===== config.mk =====
export PLATFORM = sky130hd
export DESIGN_NAME = serial_add_ctrl
export DESIGN_NICKNAME = d
export VERILOG_FILES = /design/src/rtl/alu_pkg.sv /design/src/rtl/fulladder.sv /design/src/rtl/serial_add_ctrl.sv
export SDC_FILE = /design/constraint.sdc
export NUM_CORES = 1
export LEC_CHECK = 0
export ABC_CLOCK_PERIOD_IN_PS = 1700
export BUFFER_PORTS_ARGS = -buffer_cell sky130_fd_sc_hd__buf_4
export CORE_ASPECT_RATIO = 1.25
export CORE_MARGIN = 8
export CORE_UTILIZATION = 50
export DETAILED_ROUTE_END_ITERATION = 12
export GPL_ROUTABILITY_DRIVEN = 0
export GPL_TIMING_DRIVEN = 0
export PLACE_DENSITY = 0.8
export SETUP_SLACK_MARGIN = 0.1
export SKIP_CTS_REPAIR_TIMING = 1
export SYNTH_ARGS = -nofsm -noshare
export SYNTH_HDL_FRONTEND = slang
export SYNTH_SLANG_ARGS = --single-unit

===== constraint.sdc =====
create_clock -name clk -period 1.7 [get_ports clk]
set_clock_uncertainty 0.05 [all_clocks]
set_input_delay 0.17 -clock clk [delete_from_list [all_inputs] [get_ports clk]]
set_output_delay 0.17 -clock clk [all_outputs]
set_load 0.01 [all_outputs]

===== src/rtl/alu_pkg.sv =====
// Shared ALU definitions: serial adder state encoding and counter sizing helper.
package alu_pkg;

   typedef enum logic [1:0] {
      IDLE = 2'd0,
      RUN  = 2'd1,
      DONE = 2'd2
   } state_t;

   // Counter must reach WIDTH-1; never narrower than one bit.
   function automatic int cntWidth(input int w);
      return (w < 2) ? 1 : $clog2(w);
   endfunction

endpackage


===== src/rtl/fulladder.sv =====
// Single-bit full adder, the one arithmetic cell time-shared by the serial engine.
module fulladder (
   input  logic i_a,
   input  logic i_b,
   input  logic i_cin,
   output logic o_sum,
   output logic o_cout
);

   assign o_sum  = i_a ^ i_b ^ i_cin;
   assign o_cout = (i_a & i_b) | (i_a & i_cin) | (i_b & i_cin);

endmodule


===== src/rtl/serial_add_ctrl.sv =====
// Bit-serial add/subtract: operands stream LSB-first through one full adder,
// one bit per clock, with the carry held in a flip-flop between bits.
module serial_add_ctrl
   import alu_pkg::*;
#(
   parameter int WIDTH = 8
) (
   input  logic             clk,
   input  logic             reset,
   input  logic             start,
   input  logic [WIDTH-1:0] a,
   input  logic [WIDTH-1:0] b,
   input  logic             sub,
   output logic             busy,
   output logic             done,
   output logic [WIDTH-1:0] result,
   output logic             carryout,
   output logic             overflow
);

   localparam int CNT_W = cntWidth(WIDTH);

   state_t             r_state;
   state_t             w_next;
   logic [WIDTH-1:0]   r_sa;
   logic [WIDTH-1:0]   r_sb;
   logic [WIDTH-1:0]   r_result;
   logic               r_carry;
   logic               r_carryout;
   logic               r_overflow;
   logic [CNT_W-1:0]   r_count;
   logic               w_sum;
   logic               w_cout;
   logic               w_last;

   fulladder u_fa (
      .i_a    (r_sa[0]),
      .i_b    (r_sb[0]),
      .i_cin  (r_carry),
      .o_sum  (w_sum),
      .o_cout (w_cout)
   );

   assign w_last = (r_count == CNT_W'(WIDTH - 1));

   always_ff @(posedge clk) begin
      if (reset) r_state <= IDLE;
      else       r_state <= w_next;
   end

   always_comb begin
      w_next = r_state;
      case (r_state)
         IDLE:    if (start) w_next = RUN;
         RUN:     if (w_last) w_next = DONE;
         DONE:    w_next = IDLE;
         default: w_next = IDLE;
      endcase
   end

   // Subtraction is a + ~b + 1: invert B at load and seed the carry with sub.
   // On the last bit r_carry is the carry into the MSB, so overflow is taken there.
   always_ff @(posedge clk) begin
      if (reset) begin
         r_sa       <= '0;
         r_sb       <= '0;
         r_result   <= '0;
         r_carry    <= 1'b0;
         r_carryout <= 1'b0;
         r_overflow <= 1'b0;
         r_count    <= '0;
      end else begin
         case (r_state)
            IDLE: begin
               if (start) begin
                  r_sa     <= a;
                  r_sb     <= sub ? ~b : b;
                  r_carry  <= sub;
                  r_count  <= '0;
                  r_result <= '0;
               end
            end
            RUN: begin
               r_result <= {w_sum, r_result[WIDTH-1:1]};
               r_sa     <= r_sa >> 1;
               r_sb     <= r_sb >> 1;
               r_carry  <= w_cout;
               r_count  <= r_count + CNT_W'(1);
               if (w_last) begin
                  r_carryout <= w_cout;
                  r_overflow <= r_carry ^ w_cout;
               end
            end
            default: ;
         endcase
      end
   end

   assign busy     = (r_state != IDLE);
   assign done     = (r_state == DONE);
   assign result   = r_result;
   assign carryout = r_carryout;
   assign overflow = r_overflow;

endmodule

==> summary.txt <==
Status
  • Outcome: finished clean

Route
  • Drt pass-1 iters: 4
  • Met2 WL post-DR: between 1.5 and 2 mm
  • DR WL/cell: roughly 15 um
  • Antenna Nets Post-Route: 0
  • Highest metal used: met4
  • Via count: roughly 1200
  • Vias per cell: roughly 5.6
  • Met3 wire length: about 160 um
  • Routed met1 length: around 1.3 mm
  • DRC: 0
  • 1st-iter DRT viols: a little under 80
  • Final WL: between 3 and 4 mm

Synthesis
  • Count of different cell masters after synthesis: 30
  • Mapped cell area: 1380 um^2
  • Synth Instances: approximately 140
  • Post-synthesis net count: about 170
  • Most area-hungry cell type in the Yosys netlist: dfxtp_1
  • Synth top area share: a little under half
  • EDFF count, synth: 0
  • Share of flip-flops with an asynchronous set or reset: 0%
  • Synth Warn #: 0
  • Synth area leaders: dfxtp_1 (46%), a22oi_1 (10%), nor2_1 (7.1%), xnor2_1 (5.1%), o22ai_1 (4.5%)
  • Flops & latches, synth: 32
  • Register area share after synthesis: between 40 and 50%
  • Syn_area_per_cell: between 9 and 10 um^2
  • Top_reg_cell synth: dfxtp_1

Cells and area
  • N_diodes: 0
  • P&R area growth vs syn: 23.2%
  • Commonest cells after routing, fill and taps aside: dfxtp_1 (31), buf_4 (29), nor2_1 (26)
  • Non-Filler Instances: about 210
  • Nets: between 200 and 250
  • Commonest non-fill, non-tap cell in the layout: dfxtp_1
  • Fraction of layout cells with a size suffix above 1: ~28%

Worst setup path
  • RR Startpoint: r_carry
  • Worst r2r dst: r_carry
  • CP Launch Type: flop
  • Crit. End Element: flop
  • FF-to-FF path depth: 4
  • Reg2reg setup slack: about 0.12 ns
  • WP data required: around 1.9 ns
  • Critical path data arrival time: ~1.8 ns
  • Critical-path maximum fanout: 3
  • Critical path class: flop to flop

Placed design
  • Placed wire-length estimate: between 2 and 2.5 mm
  • Dpl ws: about 0.085 ns
  • Port bufs: 28
  • Placed insts: just over 200

Worst hold path
  • Worst hold stages: 3
  • Hold Path Class: input pin to flop
  • Worst Hold Endpoint: r_sa[7]
  • Hold path startpoint: a[7]

Power
  • Total power: 1490 uW
  • Clock network fraction of total power: 30.1%
  • Logic pwr share: 15.4%
  • Flop pwr share: between 50% and 60%
  • PD cells: around 870 nW/um^2
  • Max VDD drop: 638 uV
  • Leakage: 0.000687 uW
  • Switching part of the total power: about 26%
  • Pint: 1100 uW
  • Psw: between 300 and 400 uW

Timing
  • Hold Fails Final Rpt: 0
  • FMAX: between 600 and 700 MHz
  • Setup Total Neg Slack: 0 ns
  • Setup violators final: 0
  • Slew HR: between 60 and 70%
  • Final setup margin: between 0.1 and 0.15 ns
  • Min cycle time layout: around 1.6 ns
  • RSZ-0062 raised after global routing: no
  • Final Max Tran Viols: 0
  • Worst Tran Pin Value: between 0.4 and 0.5 ns
  • Final Cycle Share: roughly 90%

Clocking
  • CTS tree: built
  • CTS max path bufs: 2
  • CTS clk-pin slew, worst paths: ~0.090 ns
  • Clock net sink count: 32
  • Clk Latency, worst-skew pair: between 0.3 and 0.4 ns
  • Root Buffer Master: clkbuf_4
  • Cts bufs inserted: 5
  • # H-tree levels: 2

Global routing
  • Global-route wire length before repair: ~5.2 mm
  • Total GRT Usage: around 14%
  • Initial antenna violation count: 0
  • Largest net degree at the start of global routing: 11
  • Vias in the first global route: about 1200
  • Overflow after GRT: 0

Floorplan
  • Core area: roughly 2700 um^2
  • Die area: roughly 4700 um^2
  • Die height: approximately 75 um
  • Die width: 63.1 um
  • Initial Utilization: about 52%
  • # IOs: 32
  • Row Count: 21

Run
  • Max-Cap Viols: 0
stage by stage:
step / instance area (um^2) / hold WS, ns / utilization, %
3_3_place_gp: 1640 / 0.359 / 61.7
6_report: 1710 / 0.0270 / 64.3
3_5_place_dp: 1640 / 0.376 / 61.7
2_1_floorplan: 1380 / 0.268 / -
4_1_cts: 1700 / 0.0234 / 63.9
5_1_grt: 1710 / 0.0638 / 64.3
synth_stat cells (2+ instances only):
master	instances
buf_6	2
ha_1	2
inv_2	2
dfxtp_1	32
o22ai_1	10
inv_1	4
buf_2	4
nand2_1	2
nand2b_1	2
a22oi_1	19
a21oi_1	2
clkbuf_1	4
nor2_1	26
o2bb2ai_1	4
a211oi_1	7
xnor2_1	8
worst max path at each step:
stage                     endpoint  slack, ns  startpoint
after floorplan            r_carry       0.22     r_carry
after global placement     r_carry       0.18     r_carry
after detailed placement   r_carry       0.08     r_carry
after CTS                  r_carry       0.08     r_carry
after global routing       r_carry       0.09     r_carry
final                      r_carry       0.12     r_carry
area by class of cell:
type                            instances  area (um^2)
Multi-Input combinational cell         95          664
Inverter                                6         22.5
Timing Repair Buffer                   28          210
Buffer                                 11         65.1
Sequential cell                        32          642
Clock buffer                            8         58.8
Fill cell                             246          948
Tap cell                               34         42.5
power by group through the flow:
stage / combinational (uW) / clock, uW / sequential, uW
after floorplan: 154 / 0 / 824
after global placement: 216 / 0 / 827
after detailed placement: 224 / 0 / 829
after CTS: 226 / 463 / 812
after global routing: 254 / 487 / 817
final: 229 / 449 / 813
layer usage:
metal	up-vias	GRT usage [%]
met5	-	0
met4	0	6.85
met3	5	6.25
met2	21	24.3
met1	579	13.1
li1	593	-
flip-flops by register name (all words and copies together), names as in the netlist:
signal	cells
carryout	1
overflow	1
r_carry	1
r_count	3
r_sa	8
r_sb	8
r_state	2
result	8
worst max-delay path, cell delays in order (launching register included):
cell and delay (ns):
dfxtp_2 0.35, inv_1 0.09, fa_2 0.43, a22o_1 0.28, a221oi_2 0.29
cell families after synthesis:
kind of cell | after synthesis | synth area share [%]
AOI/OAI and AO/OA | 48 | 26.9
and+or+nand+nor | 34 | 10.8
DFF | 32 | 46.3
buffers and inverters | 17 | 6.33
xor gates and xnor gates | 9 | 5.70
adders and majority gates | 3 | 3.25
muxes | 1 | 0.723
No activity file was read; power rests on OpenSTA's default activity.
